===== src/rtl/servo_pkg.sv =====
// Shared definitions for the servo pose sequencer: duty-code width, default limits and FSM states.
package servo_pkg;

    localparam int unsigned DC_W        = 11;
    localparam int unsigned DEF_DC_MIN  = 25;
    localparam int unsigned DEF_DC_MAX  = 125;
    localparam int unsigned DEF_STEP    = 5;

    typedef enum logic [1:0] {
        StIdle,
        StLoad,
        StRamp,
        StDwell
    } seq_state_e;

    function automatic logic [DC_W-1:0] clamp_dc(input logic [DC_W-1:0] v,
                                                 input logic [DC_W-1:0] lo,
                                                 input logic [DC_W-1:0] hi);
        if (v < lo) begin
            return lo;
        end else if (v > hi) begin
            return hi;
        end
        return v;
    endfunction

endpackage


===== src/rtl/servo_joint_ramp.sv =====
// One servo lane: holds the latched pose target and the current duty code, and slews the
// duty code toward the target by at most STEP per tick.
module servo_joint_ramp
    import servo_pkg::*;
#(
    parameter int unsigned DC_MIN = DEF_DC_MIN,
    parameter int unsigned DC_MAX = DEF_DC_MAX,
    parameter int unsigned STEP   = DEF_STEP
) (
    input  logic            clk,
    input  logic            rst,
    input  logic [DC_W-1:0] target,
    input  logic            tick,
    input  logic            load_en,
    output logic [DC_W-1:0] dc,
    output logic            at_target
);

    localparam logic signed [DC_W:0] STEP_S = (DC_W + 1)'(STEP);
    localparam logic signed [DC_W:0] LO_S   = (DC_W + 1)'(DC_MIN);
    localparam logic signed [DC_W:0] HI_S   = (DC_W + 1)'(DC_MAX);

    logic [DC_W-1:0]        dc_q, dc_d;
    logic [DC_W-1:0]        target_q;
    logic signed [DC_W:0]   diff;
    logic signed [DC_W:0]   delta;
    logic signed [DC_W:0]   next_s;

    always_comb begin
        diff = $signed({1'b0, target_q}) - $signed({1'b0, dc_q});
        if (diff > STEP_S) begin
            delta = STEP_S;
        end else if (diff < -STEP_S) begin
            delta = -STEP_S;
        end else begin
            delta = diff;
        end
        next_s = $signed({1'b0, dc_q}) + delta;
        // Guard rail: the lane never leaves the legal duty window.
        if (next_s < LO_S) begin
            next_s = LO_S;
        end else if (next_s > HI_S) begin
            next_s = HI_S;
        end
        dc_d = next_s[DC_W-1:0];
    end

    always_ff @(posedge clk) begin
        if (!rst) begin
            dc_q     <= DC_W'(DC_MIN);
            target_q <= DC_W'(DC_MIN);
        end else begin
            if (load_en) begin
                target_q <= target;
            end
            if (tick) begin
                dc_q <= dc_d;
            end
        end
    end

    assign dc        = dc_q;
    assign at_target = (dc_q == target_q);

endmodule


===== src/rtl/servo_pose_sequencer.sv =====
// Plays a programmed table of arm poses on N_JOINTS servo lanes: load, ramp, dwell, advance.
module servo_pose_sequencer
    import servo_pkg::*;
#(
    parameter int unsigned N_JOINTS    = 4,
    parameter int unsigned N_POSES     = 8,
    parameter int unsigned DC_MIN      = DEF_DC_MIN,
    parameter int unsigned DC_MAX      = DEF_DC_MAX,
    parameter int unsigned STEP        = DEF_STEP,
    parameter int unsigned TICK_DIV    = 1_000_000,
    parameter int unsigned DWELL_TICKS = 25,
    localparam int unsigned PW = (N_POSES > 1) ? $clog2(N_POSES) : 1,
    localparam int unsigned JW = (N_JOINTS > 1) ? $clog2(N_JOINTS) : 1
) (
    input  logic                     clk,
    input  logic                     rst,
    input  logic                     start,
    input  logic                     stop,
    input  logic                     loop,
    input  logic [PW-1:0]            last_pose,
    input  logic                     cfg_we,
    input  logic [PW-1:0]            cfg_pose,
    input  logic [JW-1:0]            cfg_joint,
    input  logic [DC_W-1:0]          cfg_dc,
    output logic [DC_W*N_JOINTS-1:0] dc_out,
    output logic                     pwm_en,
    output logic                     busy,
    output logic                     done,
    output logic [PW-1:0]            pose_idx
);

    localparam int unsigned TW = $clog2(TICK_DIV + 1);
    localparam int unsigned DW = $clog2(DWELL_TICKS + 1);

    seq_state_e        state_q, state_d;
    logic [PW-1:0]     pose_q, pose_d;
    logic [DW-1:0]     dwell_q, dwell_d;
    logic [TW-1:0]     tick_cnt_q, tick_cnt_d;
    logic              done_q, done_d;
    logic              tick;
    logic              ramp_tick;
    logic              load_en;
    logic [N_JOINTS-1:0] at_target;

    logic [DC_W-1:0] table_q [N_POSES][N_JOINTS];

    // Pose table: writable only while idle, stored already clamped to the legal window.
    always_ff @(posedge clk) begin
        if (!rst) begin
            for (int p = 0; p < int'(N_POSES); p++) begin
                for (int j = 0; j < int'(N_JOINTS); j++) begin
                    table_q[p][j] <= DC_W'(DC_MIN);
                end
            end
        end else if (cfg_we && (state_q == StIdle)) begin
            table_q[cfg_pose][cfg_joint] <= clamp_dc(cfg_dc, DC_W'(DC_MIN), DC_W'(DC_MAX));
        end
    end

    assign tick      = (state_q != StIdle) && (tick_cnt_q == TW'(TICK_DIV - 1));
    assign ramp_tick = tick && (state_q == StRamp);
    assign load_en   = (state_q == StLoad);

    always_comb begin
        state_d = state_q;
        pose_d  = pose_q;
        dwell_d = dwell_q;
        done_d  = 1'b0;

        case (state_q)
            StIdle: begin
                if (start && !stop) begin
                    state_d = StLoad;
                    pose_d  = '0;
                end
            end
            StLoad: begin
                state_d = StRamp;
            end
            StRamp: begin
                if (&at_target) begin
                    state_d = StDwell;
                    dwell_d = '0;
                end
            end
            StDwell: begin
                if (tick) begin
                    if (dwell_q == DW'(DWELL_TICKS - 1)) begin
                        if (pose_q < last_pose) begin
                            pose_d  = pose_q + 1'b1;
                            state_d = StLoad;
                        end else if (loop) begin
                            pose_d  = '0;
                            state_d = StLoad;
                        end else begin
                            state_d = StIdle;
                            done_d  = 1'b1;
                        end
                    end else begin
                        dwell_d = dwell_q + 1'b1;
                    end
                end
            end
            default: begin
                state_d = StIdle;
            end
        endcase

        // An abort overrides everything, including a completion in the same cycle.
        if (stop && (state_q != StIdle)) begin
            state_d = StIdle;
            done_d  = 1'b0;
        end
    end

    always_comb begin
        tick_cnt_d = tick_cnt_q;
        if (state_d == StLoad) begin
            tick_cnt_d = '0;
        end else if (state_q != StIdle) begin
            tick_cnt_d = tick ? '0 : tick_cnt_q + 1'b1;
        end
    end

    always_ff @(posedge clk) begin
        if (!rst) begin
            state_q    <= StIdle;
            pose_q     <= '0;
            dwell_q    <= '0;
            tick_cnt_q <= '0;
            done_q     <= 1'b0;
        end else begin
            state_q    <= state_d;
            pose_q     <= pose_d;
            dwell_q    <= dwell_d;
            tick_cnt_q <= tick_cnt_d;
            done_q     <= done_d;
        end
    end

    for (genvar j = 0; j < int'(N_JOINTS); j++) begin : g_lane
        servo_joint_ramp #(
            .DC_MIN (DC_MIN),
            .DC_MAX (DC_MAX),
            .STEP   (STEP)
        ) u_ramp (
            .clk       (clk),
            .rst       (rst),
            .target    (table_q[pose_q][j]),
            .tick      (ramp_tick),
            .load_en   (load_en),
            .dc        (dc_out[DC_W*j +: DC_W]),
            .at_target (at_target[j])
        );
    end

    assign pwm_en   = 1'b1;
    assign busy     = (state_q != StIdle);
    assign done     = done_q;
    assign pose_idx = pose_q;

endmodule


===== config.mk =====
export PLATFORM = sky130hd
export DESIGN_NAME = servo_pose_sequencer
export DESIGN_NICKNAME = d
export VERILOG_FILES = /design/src/rtl/servo_pkg.sv /design/src/rtl/servo_joint_ramp.sv /design/src/rtl/servo_pose_sequencer.sv
export SDC_FILE = /design/constraint.sdc
export NUM_CORES = 1
export LEC_CHECK = 0
export BUFFER_PORTS_ARGS = -buffer_cell sky130_fd_sc_hd__buf_2
export CAP_MARGIN = 20
export CORE_ASPECT_RATIO = 0.5
export CORE_MARGIN = 5
export CORE_UTILIZATION = 25
export DETAILED_ROUTE_END_ITERATION = 10
export PLACE_DENSITY = 0.4
export SLEW_MARGIN = 25
export SYNTH_ARGS = -nofsm -noshare
export SYNTH_HDL_FRONTEND = slang
export SYNTH_SLANG_ARGS = --single-unit
export TNS_END_PERCENT = 100

===== constraint.sdc =====
create_clock -name clk -period 9.4 [get_ports clk]
set_clock_uncertainty 0.15 [all_clocks]
set_input_delay 1.88 -clock clk [delete_from_list [all_inputs] [get_ports clk]]
set_output_delay 1.88 -clock clk [all_outputs]
set_load 0.05 [all_outputs]

# Yosys cells after proc, flatten, opt, wreduce, memory -nomap -nowiden
# Memories as Yosys holds them, arrays and structs flattened. A register that Yosys moved wholly into a read port is not among the register bits.
# Cells that the tools add are included.
# word_totals
ff_bits	75
ram_bits	352
output_inout_bits	50
word_cells	135
latchBits	0
rom_bits	0
memories	1
# classes
magnitude_cmp	21
shifts	0
mul	0
bitwise	5
n_eq_ne	16
n_mux	54
div	0
reduce_logical	18
addsub	11
# mem_list
memory	words	width	read_ports	rd_ports_with_merged_regs	wr	line	rtl
table_q	8	44	1	1	8	servo_pose_sequencer.sv:45	logic [DC_W-1:0] table_q [N_POSES][N_JOINTS];
# op_table
cell	count
two-way mux 11 bit	14
two-way mux 44 bit	3
two-way mux 12 bit	8
adder 12 bit	4
> comparator 12 x 4 -> 1 bit, second input constant	4
> comparator 12 x 8 -> 1 bit, second input constant	4
< comparator 12 x 4 -> 1 bit, second input constant	4
< comparator 12 x 6 -> 1 bit, second input constant	4
subtractor 11 x 11 -> 12 bit	4
equality test 11 bit	4
OR reduction 44 bit	1
demux 11 bit (select 2 bit)	1
adder 20 x 1 -> 20 bit, second input constant	1
equality test 20 bit, second input constant	1
two-way mux 20 bit	1
two-way mux 3 bit	6
two-way mux 5 bit	3
> comparator 11 x 7 -> 1 bit, second input constant	1
< comparator 11 x 5 -> 1 bit, second input constant	1
two-way mux 1 bit	10
two-way mux 2 bit	5
case mux 5 bit (2 select lines)	1
case mux 2 bit (4 select lines)	1
AND reduction 4 bit	2
21 further kinds	37

# Logic depth before layout (Yosys ltp)
# Gate-level depths: netlist (run 1).
# depth
depth_word	9
depth_mapped	26
mapped_depth_nobuf	25

# Cells and area by module
# A second synthesis (run 1) with hierarchy kept.
# hier_totals
hier_cells	2169
hier_area_um2	25052.8
# modules_own_cells
module	instances	area_each_um2	cells_per_inst	seq_area_each_um2
servo_pose_sequencer	1	16459.5	1109	11250.8
servo_joint_ramp (g_lane[0].u_ramp)	1	2204.6	272	440.4
servo_joint_ramp (g_lane[1].u_ramp)	1	2189.6	272	440.4
servo_joint_ramp (g_lane[2].u_ramp)	1	2099.5	255	440.4
servo_joint_ramp (g_lane[3].u_ramp)	1	2099.5	261	440.4

# Least setup slack after synthesis (run 1)
# Ideal clock, no wire load.
# synth_timing
kind	register to register
start	register g_lane[2].u_ramp.dc_q[0]
end	register g_lane[2].u_ramp.dc_q[3]
period_less_slack_ns	6.506
t_arrival_ns	6.222
setup_ns	0.134
slack_ns	2.894
path_stages_with_launch	25
path_buffers	1
path_cell_list	dfxtp_1 > ha_1 > inv_1 > fa_1 > a21o_1 > a221oi_1 > a21oi_1 > xnor2_1 > nor3_1 > nand3_1 > or3_1 > ha_1 > buf_1 > inv_1 > a22oi_1 > inv_1 > fa_1 > nand2b_1 > a21o_1 > a22oi_1 > mux2_2 > or4b_2 > nor4b_1 > mux2_2 > a22oi_1
# synth_between
elab_chain_cells	8
# synth_rtl
element	line	rtl
from (decl)	servo_joint_ramp.sv:23	logic [DC_W-1:0] dc_q, dc_d;
from (signal assigned)	servo_joint_ramp.sv:50	dc_q <= DC_W'(DC_MIN);
subtractor 11 x 11 -> 12 bit	servo_joint_ramp.sv:30	diff = $signed({1'b0, target_q}) - $signed({1'b0, dc_q});
< comparator 12 x 4 -> 1 bit	servo_joint_ramp.sv:33	end else if (diff < -STEP_S) begin
two-way mux 12 bit	servo_joint_ramp.sv:33	
two-way mux 12 bit	servo_joint_ramp.sv:31	if (diff > STEP_S) begin
adder 12 bit (*)	servo_joint_ramp.sv:38	next_s = $signed({1'b0, dc_q}) + delta;
> comparator 12 x 8 -> 1 bit	servo_joint_ramp.sv:42	end else if (next_s > HI_S) begin
two-way mux 11 bit	servo_joint_ramp.sv:42	
two-way mux 11 bit (*)	servo_joint_ramp.sv:40	if (next_s < LO_S) begin
# Mark *: on every way between the ends. The rest lies on a longest branch, timed or not.
# A chain may end at the register's enable or synchronous reset.

# Worst setup path after layout (run 1)
# layout_timing
start	register g_lane[2].u_ramp.dc_q[0]
end	register g_lane[2].u_ramp.dc_q[4]
# The elaborated chain is that of the path after synthesis.

==> results.json, run 1 <==
{
  "status": "complete, no violations",
  "yosys_register_bits": 471,
  "dieWidth_um": 452.8,
  "slowest_delay_ns": 0.66,
  "start_util_pct": 25.14,
  "synth_ff_type": "edfxtp_1",
  "drive_gt1_share_pct": 12.64,
  "peakVddDrop_mv": 0.1308,
  "routabilityCongestion": 0.7931,
  "core_um2": 97500,
  "grt_use_total_pct": 13.12,
  "setup_viol": 0,
  "fmax_mhz": 148.3,
  "hold_viol": 0,
  "postCtsSetupBuffers": 0,
  "avgViaCountPerCell": 4.514,
  "grt_overflow_total": 0,
  "multiInputGateArea_um2": 11280,
  "cp.arrival_ns": 7.07,
  "synthToLayoutAreaGrowth_pct": 16.67,
  "clock_path_buffers": 3,
  "antenna_left": 0,
  "cts-root-buf": "clkbuf_16",
  "timing.final.crit_share_pct": 71.73,
  "rsz0062_at_grt": "no",
  "fin_crit_ns": 6.742,
  "worst_hold_path_type": "register to register",
  "post_cts_resized": 0,
  "critPathSlowestCell": "or4b_2",
  "nFillCells": 10140,
  "die_area_um2": 104800,
  "num_vias": 16720,
  "io_pins": 75,
  "worstMarginPinSlew_ns": 1.033,
  "cp.depth": 22,
  "rows": 81,
  "grt_antenna_before_repair": 6,
  "setup_tns_ns": 0,
  "power.density_nw_per_um2": 191.2,
  "synth_edf_count": 352,
  "wl_per_cell_um": 18.69,
  "nNetsFinal": 2463,
  "cts_sinks": 471,
  "tritoncts": "yes",
  "slew_headroom_pct": 30.58,
  "grt_max_degree": 65,
  "cp-endpoint": "g_lane[2].u_ramp.dc[4]",
  "hpwl_um": 50010,
  "drtIter0Drc": 1100,
  "htreeDepth": 2,
  "timing.critical_path.from": "g_lane[2].u_ramp.dc[0]",
  "yosysWarnings": 0,
  "cp_top_family": "compound AO/OA/AOI/OAI gates",
  "drc_errors": 0,
  "r2r_end": "g_lane[2].u_ramp.dc[4]",
  "clk_pin_slew_ns": 0.07,
  "r2r_cells": 22,
  "async_flop_share_pct": 0,
  "ys_seq_area_share_pct": 52.85,
  "hold_buffers": 0,
  "critical_path.most_common_cell": "ha_1",
  "path_class": "register to register",
  "utilization_pct": 29.33,
  "max-cap-violations": 0,
  "syn-instance-count": 2162,
  "cp-start-kind": "register",
  "cts_buffers": 50,
  "drv_slew": 0,
  "path_cells": "ha_1 -> inv_1 -> fa_1 -> a21o_1 -> a221oi_1 -> a21oi_1 -> xnor2_1 -> nor3_1 -> nand3_1 -> or3_1 -> ha_1 -> inv_1 -> a22oi_1 -> ha_1 -> a211oi_1 -> o21ai_0 -> a41oi_1 -> xnor2_1 -> or4b_2 -> nor4b_1 -> mux2_2 -> a22oi_1",
  "synth_area_um2": 24510,
  "grt_pass1_vias": 16730,
  "critPathBufInv": 2,
  "numPortBuffers": 73,
  "insertion_delay_ns": 0.63,
  "cp.required_ns": 9.73,
  "avgSynthCellArea_um2": 11.34,
  "drtPass1Iterations": 5,
  "r2r_start": "g_lane[2].u_ramp.dc[0]",
  "die_h_um": 231.4,
  "post_synth_num_cell_types": 81,
  "reg2reg_slack_ns": 2.66,
  "worstPathMaxFanout": 8,
  "cp-end-kind": "register",
  "wl_um": 69220,
  "seq_area_um2": 12960,
  "grt_pass1_wl_um": 105700,
  "cellLeakagePower_nw": 10.02
}
sequential cells by signal, summed over array words and instances, names as in the netlist:
signal                  cells
tick_cnt_q                 20
pose_idx                    3
done                        1
state_q                     2
table_q                   352
g_lane.u_ramp.target_q     44
g_lane.u_ramp.dc           44
dwell_q                     5
routing by layer:
metal,up-vias,track usage (%),share of wire (%)
met2,242,20.31,44
met3,84,1.917,3.5
met1,8161,19.29,51
li1,8228,-,-
met5,-,0,0
met4,0,3.147,2.1
worst min-delay path by stage:
stage	end	startpoint	depth (start not counted)	slack, ns
4_1_cts	tick_cnt_q[1]	tick_cnt_q[1]	2	0.33
5_1_grt	g_lane[3].u_ramp.target_q[0]	g_lane[3].u_ramp.target_q[0]	2	0.36
2_1_floorplan	tick_cnt_q[1]	tick_cnt_q[1]	2	0.30
3_3_place_gp	tick_cnt_q[1]	tick_cnt_q[1]	2	0.32
6_report	tick_cnt_q[1]	tick_cnt_q[1]	2	0.33
3_5_place_dp	tick_cnt_q[1]	tick_cnt_q[1]	2	0.32
per-stage QoR:
step	cells	total power [mW]	hold slack [ns]	setup slack (ns)	cell area (um^2)
5_1_grt	3701	5.759	0.3647	2.205	28590
4_1_cts	3701	5.551	0.3328	2.652	28590
6_report	3703	5.468	0.3294	2.658	28590
2_1_floorplan	2289	3.113	0.2957	2.894	24990
3_5_place_dp	3608	3.360	0.3238	2.654	26820
3_3_place_gp	3608	3.363	0.3168	2.818	26820
logic make-up after synthesis:
| kind of cell | count (synthesis) | share of synthesized area (%) |
|---|---|---|
| buffers and inverters | 205 | 3.206 |
| xor gates and xnor gates | 71 | 2.537 |
| adders and majority gates | 106 | 5.657 |
| other | 2 | 0.03064 |
| DFF | 471 | 52.85 |
| and+or+nand+nor | 804 | 15.14 |
| muxes | 138 | 10.14 |
| AOI/OAI and AO/OA | 365 | 10.44 |
placed cells by master, fill, tap and decap left out, types with 12 or more instances in the layout:
master,count
ha_1,98
dfxtp_1,116
nor3b_1,13
and3_1,13
xor2_1,28
nand3b_1,12
buf_2,73
nand2_1,230
o21ai_0,60
nand2b_1,27
edfxtp_1,352
buf_4,22
a21oi_1,60
o21a_1,37
nor4_1,17
mux4_2,88
xnor2_1,43
nor3_1,29
nor2_1,316
nand4_1,34
clkbuf_16,50
mux2i_1,48
o211ai_1,17
a21o_1,19
a211oi_1,48
conb_1,129
nand3_1,32
inv_1,101
power by group:
part | leakage [nW] | internal [mW] | switching (mW)
combinational | 4.92 | 0.384 | 0.612
sequential | 4.24 | 2.30 | 0.0234
clock | 0.857 | 1.26 | 0.888
total | 10.0 | 3.95 | 1.52
cells in the mapped netlist (12+ instances only):
cell type    n  area share, %
edfxtp_1   352             43
nor2_1     321            4.9
nand2_1    230            3.5
dfxtp_1    119            9.7
inv_1      101            1.5
ha_1        98            5.0
mux4_2      88            8.1
clkbuf_1    78            1.2
a21oi_1     62            1.3
o21ai_0     61            1.2
a211oi_1    48            1.5
mux2i_1     48            2.0
xnor2_1     43            1.5
o21a_1      37            1.1
nand4_1     34           0.87
nand3_1     32           0.65
nor3_1      29           0.59
xor2_1      28            1.0
nand2b_1    27           0.69
buf_1       20           0.31
a21o_1      19           0.58
nor4_1      17           0.43
o211ai_1    17           0.52
and3_1      13           0.33
nor3b_1     13           0.40
nand3b_1    12           0.37
layout make-up:
cell class | instances | area share (%)
well taps | 1328 | 5.811
flip-flops and latches | 471 | 45.34
clock inverters | 27 | 1.370
repair buffers | 95 | 1.855
inverters | 101 | 1.326
multi-input cells | 1613 | 39.45
clock buffers | 66 | 4.831
diodes | 2 | 0.01750
worst min-delay path, cell delays in order (launching register included):
cell     delay [ns]
dfxtp_1        0.32
nand2_1        0.06
a21oi_1        0.05
Note: power is estimated with default switching activity, not from simulation.
==> run 2: changes to the inputs <==
--- a/config.mk
+++ b/config.mk
@@ -11,7 +11,7 @@
 export CORE_MARGIN = 5
 export CORE_UTILIZATION = 25
 export DETAILED_ROUTE_END_ITERATION = 10
-export PLACE_DENSITY = 0.4
+export PLACE_DENSITY = 0.41
 export SLEW_MARGIN = 25
 export SYNTH_ARGS = -nofsm -noshare
 export SYNTH_HDL_FRONTEND = slang
==> constraint.sdc (replaced) <==
create_clock -name clk -period 5.9 [get_ports clk]
set_clock_uncertainty 0.15 [all_clocks]
set_input_delay 1.18 -clock clk [delete_from_list [all_inputs] [get_ports clk]]
set_output_delay 1.18 -clock clk [all_outputs]
set_load 0.05 [all_outputs]
==> results.json, run 2 (same netlist as run 1, synthesis figures left out) <==
{
  "status": "complete, no violations",
  "num_vias": 17180,
  "nNetsFinal": 2553,
  "numPortBuffers": 73,
  "drtIter0Drc": 1071,
  "clk_pin_slew_ns": 0.06,
  "drive_gt1_share_pct": 17.29,
  "cts_buffers": 51,
  "routabilityCongestion": 0.8009,
  "insertion_delay_ns": 0.63,
  "hold_buffers": 0,
  "fmax_mhz": 176.7,
  "grt_overflow_total": 0,
  "cts-root-buf": "clkbuf_16",
  "dieWidth_um": 452.8,
  "wl_per_cell_um": 18.68,
  "nFillCells": 10070,
  "timing.final.crit_share_pct": 95.92,
  "max-cap-violations": 0,
  "setup_viol": 0,
  "rsz0062_at_grt": "yes",
  "power.density_nw_per_um2": 297.2,
  "clock_path_buffers": 3,
  "cp-start-kind": "register",
  "drtPass1Iterations": 5,
  "start_util_pct": 25.14,
  "r2r_end": "g_lane[2].u_ramp.dc[3]",
  "worst_hold_startpoint": "g_lane[2].u_ramp.dc[8]",
  "r2r_cells": 25,
  "htreeDepth": 2,
  "layout_common_cells": "edfxtp_1, nor2_1, nand2_1",
  "hpwl_um": 51530,
  "io_pins": 75,
  "path_class": "register to register",
  "cp.arrival_ns": 5.99,
  "antenna_left": 0,
  "grt_max_degree": 65,
  "fin_crit_ns": 5.659,
  "grt_antenna_before_repair": 2,
  "avgViaCountPerCell": 4.530,
  "die_h_um": 231.4,
  "die_area_um2": 104800,
  "cp.required_ns": 6.23,
  "peakVddDrop_mv": 0.2062,
  "slew_headroom_pct": 38.74,
  "r2r_start": "g_lane[2].u_ramp.target_q[0]",
  "core_um2": 97500,
  "cts_sinks": 471,
  "reg2reg_slack_ns": 0.24,
  "antennaDiodeCount": 0,
  "drv_slew": 0,
  "worstPathMaxFanout": 4,
  "synthToLayoutAreaGrowth_pct": 20.06,
  "layout_commonest_cell": "edfxtp_1",
  "worst_hold_path_type": "register to register",
  "power.total_mw": 8.747,
  "largest_reg_flops": 352,
  "cp-end-kind": "register",
  "grt_use_total_pct": 13.45,
  "fin_area_um2": 29430,
  "drc_errors": 0,
  "dpl_cell_area_um2": 27560,
  "wl_um": 70830,
  "grt_pass1_vias": 17340,
  "grt_pass1_wl_um": 108800,
  "rows": 81,
  "worstMarginPinSlew_ns": 0.9188,
  "hold_path_depth": 2,
  "cellLeakagePower_nw": 10.45,
  "tritoncts": "yes",
  "hold_viol": 0,
  "holdPathEnd": "g_lane[2].u_ramp.dc[8]",
  "regMostFlops": "table_q"
}
run 2: cell types whose count changed in the layout (fill, tap and decap cells not counted), sizes merged:
cell,change
clkinvlp,+2
inv,-2
clkinv,+3
diode,-2
buf,+89
bufinv,-4
clkbuf,+3
run 2: critical path: stages, from the launching register on:
cell      delay, ns
dfxtp_1        0.31
inv_1          0.08
ha_4           0.13
inv_1          0.04
fa_1           0.38
a21o_1         0.23
a221oi_4       0.32
a21oi_2        0.11
xnor2_1        0.15
nor3_1         0.19
nand3_1        0.09
or3_4          0.40
ha_4           0.28
inv_1          0.06
nand3_1        0.10
ha_2           0.18
inv_1          0.05
fa_2           0.35
nand2b_4       0.16
a21o_1         0.18
a22oi_2        0.16
mux2_2         0.36
or4b_4         0.52
nor4b_4        0.28
mux2_4         0.20
a22oi_1        0.06
run 2: how the worst max path moves through the flow:
stage	start	to	slack, ns	cells past startpoint
floorplan	g_lane[2].u_ramp.dc[0]	g_lane[2].u_ramp.dc[3]	0.007	23
global placement	g_lane[2].u_ramp.target_q[0]	g_lane[2].u_ramp.dc[4]	-0.1	24
detailed placement	g_lane[2].u_ramp.target_q[0]	g_lane[2].u_ramp.dc[3]	-0.11	24
CTS	g_lane[0].u_ramp.dc[0]	g_lane[0].u_ramp.dc[0]	0.02	20
global route	g_lane[0].u_ramp.dc[1]	g_lane[0].u_ramp.dc[0]	-0.02	24
finish	g_lane[2].u_ramp.target_q[0]	g_lane[2].u_ramp.dc[3]	0.24	25
run 2: layer usage:
| layer | global-route usage (%) | up-vias | wire length (um) | share of wire [%] |
|---|---|---|---|---|
| met3 | 1.850 | 83 | 2475 | 3.5 |
| met5 | 0 | - | 0 | 0 |
| li1 | - | 8433 | - | - |
| met2 | 21.24 | 296 | 31370 | 44 |
| met4 | 2.988 | 0 | 1356 | 1.9 |
| met1 | 19.60 | 8364 | 35630 | 50 |
run 2: area by class of cell:
| type | count | area [um^2] | share of cell area (%) |
|---|---|---|---|
| Clock buffer | 69 | 1385 | 4.707 |
| Clock inverter | 26 | 261.5 | 0.8887 |
| Inverter | 101 | 379.1 | 1.288 |
| Multi-Input combinational cell | 1613 | 11520 | 39.14 |
| Sequential cell | 471 | 12990 | 44.14 |
| Tap cell | 1328 | 1662 | 5.647 |
| Timing Repair Buffer | 184 | 1231 | 4.184 |
run 2: timing repair:
item,4_1_cts,5_1_grt
buffers inserted,0,2
gates resized for setup,3,43
endpoints found under the setup margin,4,28
pin swaps,1,13
run 2: stage by stage:
step / util [%] / setup TNS [ns] / hold slack [ns] / std cells / setup WS [ns]
floorplan: - / 0 / 0.2957 / 2289 / 0.006546
global placement: 28.24 / -0.3461 / 0.2988 / 3694 / -0.09548
detailed placement: 28.27 / -0.3901 / 0.3047 / 3695 / -0.1086
CTS: 29.97 / 0 / 0.3170 / 3790 / 0.01858
global route: 30.18 / -0.02654 / 0.3256 / 3792 / -0.01625
finish: 30.18 / 0 / 0.3142 / 3792 / 0.2407
run 2: report_power, final:
part,total [mW],switching [mW],internal [mW]
sequential,3.70,0.0392,3.66
clock,3.23,1.40,1.83
combinational,1.82,1.04,0.779
total,8.75,2.48,6.26
